[config.mk]
export PLATFORM = sky130hd
export DESIGN_NAME = lsu_mem_port
export DESIGN_NICKNAME = d
export VERILOG_FILES = /design/src/rtl/lsu_mem_port.sv
export SDC_FILE = /design/constraint.sdc
export NUM_CORES = 1
export LEC_CHECK = 0
export CAP_MARGIN = 20
export CORE_MARGIN = 1
export CORE_UTILIZATION = 40
export DETAILED_ROUTE_END_ITERATION = 6
export GPL_TIMING_DRIVEN = 1
export PLACE_DENSITY = 0.81
export SLEW_MARGIN = 20
export SYNTH_ARGS = -nofsm -noshare
export SYNTH_HDL_FRONTEND = slang
export SYNTH_SLANG_ARGS = --single-unit
[constraint.sdc]
create_clock -name clk -period 4.82 [get_ports clk]
set_input_delay 1.205 -clock clk [delete_from_list [all_inputs] [get_ports clk]]
set_output_delay 1.205 -clock clk [all_outputs]
set_load 0.1 [all_outputs]
[src/rtl/lsu_mem_port.sv]
// Load/store initiator: little-endian core view over a RAM packing the lowest-address byte in [31:24].
// Define LSU_MISALIGN_TRAP_EN to reject misaligned half/word requests with resp_err.
module lsu_mem_port #(
  parameter int ADDR_W = 32,
  parameter int DATA_W = 32
) (
  input  logic              clk,
  input  logic              rst,
  input  logic              req_valid,
  output logic              req_ready,
  input  logic              req_we,
  input  logic [1:0]        req_size,
  input  logic              req_unsigned,
  input  logic [ADDR_W-1:0] req_addr,
  input  logic [DATA_W-1:0] req_wdata,
  output logic              resp_valid,
  input  logic              resp_ready,
  output logic [DATA_W-1:0] resp_rdata,
  output logic              resp_err,
  output logic [ADDR_W-1:0] mem_r_addr,
  output logic [ADDR_W-1:0] mem_w_addr,
  input  logic [DATA_W-1:0] mem_r_data,
  output logic [DATA_W-1:0] mem_w_data,
  output logic              mem_we
);

  typedef enum logic [1:0] {S_IDLE, S_READ, S_WRITE, S_RESP} state_e;

  state_e            state_q, state_d;
  logic [ADDR_W-1:0] addr_q, addr_d;
  logic [1:0]        size_q, size_d;
  logic              we_q, we_d;
  logic              uns_q, uns_d;
  logic              err_q, err_d;
  logic [DATA_W-1:0] wdata_q, wdata_d;
  logic [DATA_W-1:0] rdata_q, rdata_d;
  logic [DATA_W-1:0] wbuf_q, wbuf_d;

  logic              misaligned;
  logic              req_bad;
  logic [7:0]        ld_b;
  logic [15:0]       ld_h;
  logic [DATA_W-1:0] load_data;
  logic [DATA_W-1:0] merge_data;

  function automatic logic [31:0] bswap(input logic [31:0] d);
    return {d[7:0], d[15:8], d[23:16], d[31:24]};
  endfunction

`ifdef LSU_MISALIGN_TRAP_EN
  assign misaligned = ((req_size == 2'd1) && req_addr[0]) ||
                      ((req_size == 2'd2) && (req_addr[1:0] != 2'b00));
`else
  assign misaligned = 1'b0;
`endif
  assign req_bad = (req_size == 2'd3) || misaligned;

  // Byte A sits at [31:24]; the core expects it in the least significant lane.
  assign ld_b = mem_r_data[31:24];
  assign ld_h = {mem_r_data[23:16], mem_r_data[31:24]};

  always_comb begin
    case (size_q)
      2'd0:    load_data = uns_q ? {24'b0, ld_b} : {{24{ld_b[7]}}, ld_b};
      2'd1:    load_data = uns_q ? {16'b0, ld_h} : {{16{ld_h[15]}}, ld_h};
      default: load_data = bswap(mem_r_data);
    endcase
  end

  always_comb begin
    case (size_q)
      2'd0:    merge_data = {wdata_q[7:0], mem_r_data[23:0]};
      2'd1:    merge_data = {wdata_q[7:0], wdata_q[15:8], mem_r_data[15:0]};
      default: merge_data = bswap(wdata_q);
    endcase
  end

  // NOTE: every next-state signal takes its hold value first so no path through the case infers a latch.
  always_comb begin
    state_d = state_q;
    addr_d  = addr_q;
    size_d  = size_q;
    we_d    = we_q;
    uns_d   = uns_q;
    err_d   = err_q;
    wdata_d = wdata_q;
    rdata_d = rdata_q;
    wbuf_d  = wbuf_q;
    case (state_q)
      S_IDLE: begin
        if (req_valid) begin
          addr_d  = req_addr;
          size_d  = req_size;
          we_d    = req_we;
          uns_d   = req_unsigned;
          wdata_d = req_wdata;
          err_d   = req_bad;
          rdata_d = '0;
          wbuf_d  = bswap(req_wdata);
          if (req_bad)                          state_d = S_RESP;
          else if (req_we && req_size == 2'd2)  state_d = S_WRITE;
          else                                  state_d = S_READ;
        end
      end
      S_READ: begin
        if (we_q) begin
          wbuf_d  = merge_data;
          state_d = S_WRITE;
        end else begin
          rdata_d = load_data;
          state_d = S_RESP;
        end
      end
      S_WRITE: state_d = S_RESP;
      S_RESP:  if (resp_ready) state_d = S_IDLE;
      default: state_d = S_IDLE;
    endcase
  end

  // NOTE: sequential state uses non-blocking assignments so all registers update together on the edge.
  always_ff @(posedge clk) begin
    if (rst) begin
      state_q <= S_IDLE;
      addr_q  <= '0;
      size_q  <= '0;
      we_q    <= 1'b0;
      uns_q   <= 1'b0;
      err_q   <= 1'b0;
      wdata_q <= '0;
      rdata_q <= '0;
      wbuf_q  <= '0;
    end else begin
      state_q <= state_d;
      addr_q  <= addr_d;
      size_q  <= size_d;
      we_q    <= we_d;
      uns_q   <= uns_d;
      err_q   <= err_d;
      wdata_q <= wdata_d;
      rdata_q <= rdata_d;
      wbuf_q  <= wbuf_d;
    end
  end

  // Outputs are gated by rst so a write or response scheduled in the reset cycle never escapes.
  assign req_ready  = (state_q == S_IDLE) && !rst;
  assign resp_valid = (state_q == S_RESP) && !rst;
  assign resp_err   = resp_valid && err_q;
  assign resp_rdata = resp_valid ? rdata_q : '0;
  assign mem_we     = (state_q == S_WRITE) && !rst;
  assign mem_r_addr = rst ? '0 : addr_q;
  assign mem_w_addr = rst ? '0 : addr_q;
  assign mem_w_data = rst ? '0 : wbuf_q;

endmodule

==> impl_metrics.csv <==
group,metric,value,unit
final_layout,syn2layout_area_growth,39.85,%
clocking,cts_buffers,17,
route,antenna_left,0,
setup_path,crit_arrival,2.46,ns
final_layout,fin_nets,1102,
run_status,status,"finished clean",
run,maxCapViolCount,0,
pwr,vdd_drop_max,325.8,uV
setup_path,ff2ff_path_depth,7,
synth,yosys_warnings,0,
synth,ys_ff_latch,135,
die,die_h,128.5,um
global_route,overflow,0,
setup_path,slowest_stage,"nor2b_2",
timing,skew,0.006989,ns
clocking,ctsHoldBuffers,0,
route,viasPerCell,4.979,
route,drc,0,
synth,synthTopCellsByArea,"dfxtp_1 42%, nand2_1 12%, a21oi_1 9.5%, nor2b_1 6.7%, mux2i_1 3.9%",
setup_path,worstSetupPathType,"in2out",
setup_path,max_stage_delay,0.34,ns
clocking,cts_setup_buffers,0,
setup_path,reg2reg_slack,2.14,ns
global_route,grt_pass1_wl,28.75,mm
route,routed_wl,18.30,mm
worst_hold_path,min_from,"rdata_q[1]$_SDFFE_PP0P_",
pwr,p_leak,0.003687,uW
setup_path,critPathMaxFanout,26,
clocking,clock_sinks,135,
route,wire_per_inst,15.03,um
worst_hold_path,whs_path_depth,2,
setup_path,cp_cell_sequence,"buf_6 > nor2b_2 > buf_4 > and2_1 > buf_4",
synth,yosys.area.top_type_share,0.4221,
global_route,grt_pass1_vias,5659,
worst_hold_path,hold_path_end,"rdata_q[1]$_SDFFE_PP0P_",
setup_path,setup.worst_path.start_class,"input pin",
synth,synth_ff_type,"dfxtp_1",
timing,max_slew.worst_pin.slew,0.9897,ns
synth,synthCells,827,
final_layout,final_util,0.5804,
die,rows,45,
die,die_w,128.5,um
synth,avgSynthCellArea,7.742,um2
die,core,15430,um2
global_route,grt_usage,0.2219,
synth,syn_area,6402,um2
setup_path,rr_endpoint,"rdata_q[9]$_SDFFE_PP0P_",
synth,synth_fp_nets,936,
place,place_hpwl,12.21,mm
synth,synth_edf_count,0,
clocking,cts_resized,0,
clocking,clockRootBuffer,"clkbuf_16",
route,first_pass_iters,4,
setup_path,required,3.62,ns
timing,holdWs,0.4452,ns
setup_path,cpMostUsedCell,"buf_4",
clocking,clock_path_buffers,2,
synth,ys_seq_area_frac,0.4221,
worst_hold_path,hold_class,"reg2reg",
timing,grt_setup_unrepaired,"no",
timing,max_freq,0.2725,GHz
timing,slew_headroom,0.3402,
timing,slew_violations,0,
global_route,antenna_found_initial,0,
timing,hold_viol,0,
synth,synth_cell_types,32,
timing,setup_viol,0,
route,drtIter0Drc,289,
pwr,p_per_area,621.3,nW/um2
synth,synth_top_cell_by_area,"dfxtp_1",
synth,synthArstFlopShare,0,
setup_path,r2r_start,"state_q[1]$_SDFFE_PP0P_",
timing,period_minus_slack,3.669,ns
place,gp_congestion,0.7587,
setup_path,cp-end-kind,"output pin",
clocking,cts_tree,"yes",
clocking,clk_latency,0.41,ns
global_route,grt_max_degree,129,
final_layout,antenna_cells,0,
route,vias,6060,
die,io_pins,236,
clocking,htreeDepth,4,
timing,setup_tns,0,ns
die,dieArea,16520,um2
timing,period_share,0.7613,
place,portBuffers,235,
clocking,path_clk_slew,0.06,ns
final_layout,drive_gt1_frac,0.1849,
die,initial_core_util,0.4150,
-- per-stage QoR --
stage / area (um2) / power [uW] / setup WS, ns / std cells
final: 8954 / 5563 / 1.151 / 1217
after global routing: 8954 / 5875 / 1.059 / 1217
after CTS: 8954 / 5603 / 1.136 / 1217
after detailed placement: 8289 / 4137 / 1.143 / 1185
after global placement: 8278 / 4097 / 1.178 / 1184
after floorplan: 6402 / 3563 / 0.1513 / 827
-- logic make-up (layout without fill, tap and decap cells) --
logic type | Yosys count | count (layout) | synth area share
AND/OR/NAND/NOR | 366 | 366 | 0.2611
adder cells (fa/ha/maj) | 5 | 5 | 0.009771
buffers and inverters | 105 | 284 | 0.08345
flip-flops | 135 | 135 | 0.4221
AO/OA/AOI/OAI | 190 | 190 | 0.1827
multiplexers | 26 | 26 | 0.04084
-- power breakdown --
part / total [uW] / switching, uW / internal (uW)
Clock: 1450 / 493 / 958
Sequential: 1550 / 154 / 1390
Combinational: 2560 / 1830 / 730
-- critical path, delay by kind of cell --
family	cells	cell delay, ns
buffers and inverters	3	0.74
AND/OR/NAND/NOR	2	0.51
-- layout make-up --
type | count | area [um2]
clock buffer | 20 | 466.7
inverter | 6 | 22.52
clock inverter | 12 | 197.7
sequential | 135 | 2704
tap | 211 | 264.0
timing repair buffer | 246 | 2122
fill | 1430 | 6474
multi-input combinational | 587 | 3177
-- registers in the layout (all words and copies together) (netlist names) --
| register | cells |
|---|---|
| wbuf_q | 32 |
| size_q | 2 |
| rdata_q | 32 |
| state_q | 2 |
| err_q | 1 |
| addr_q | 32 |
| we_q | 1 |
| wdata_q | 32 |
| uns_q | 1 |
-- cells in the mapped netlist, types with 2 or more instances --
cell	number
a21o_1	9
buf_4	32
nand2b_1	2
nor2b_1	69
and2_1	34
mux2i_1	25
a22oi_1	8
ha_1	5
a311o_1	8
buf_1	7
a211oi_1	8
nor2_1	44
dfxtp_1	135
buf_2	10
clkbuf_1	49
nand2_1	203
a21oi_1	121
o211ai_1	17
inv_1	6
nand3_1	9
a2bb2oi_1	15
-- placed cells by master, fill, tap and decap left out, types with 9 or more instances in the layout --
| master | synthesis | final |
|---|---|---|
| nor2_1 | 44 | 43 |
| a2bb2oi_1 | 15 | 15 |
| nand2_1 | 203 | 202 |
| clkbuf_16 | 0 | 17 |
| nand3_1 | 9 | 9 |
| dfxtp_1 | 135 | 134 |
| mux2i_1 | 25 | 25 |
| o211ai_1 | 17 | 17 |
| clkdlybuf4s50_1 | 0 | 102 |
| buf_4 | 32 | 141 |
| nor2b_1 | 69 | 68 |
| and2_1 | 34 | 33 |
| a21o_1 | 9 | 9 |
| a21oi_1 | 121 | 121 |
-- per-layer routing --
layer / vias up / global-route usage / wire [um]
met5: - / 0 / 0
met3: 29 / 0.05655 / 1253
met2: 207 / 0.3797 / 8925
met1: 2780 / 0.2648 / 7630
li1: 3044 / - / -
met4: 0 / 0.09135 / 485
-- worst max path at each step --
stage	from	to	slack [ns]	depth (start not counted)
final	rst	resp_rdata[15]	1.15	5
after global routing	rst	resp_rdata[9]	1.06	5
after CTS	rst	resp_rdata[15]	1.14	5
after global placement	rst	resp_rdata[18]	1.18	5
after floorplan	rst	mem_w_addr[18]	0.15	4
after detailed placement	rst	resp_rdata[15]	1.14	5
(Power assumes the default switching activity.)
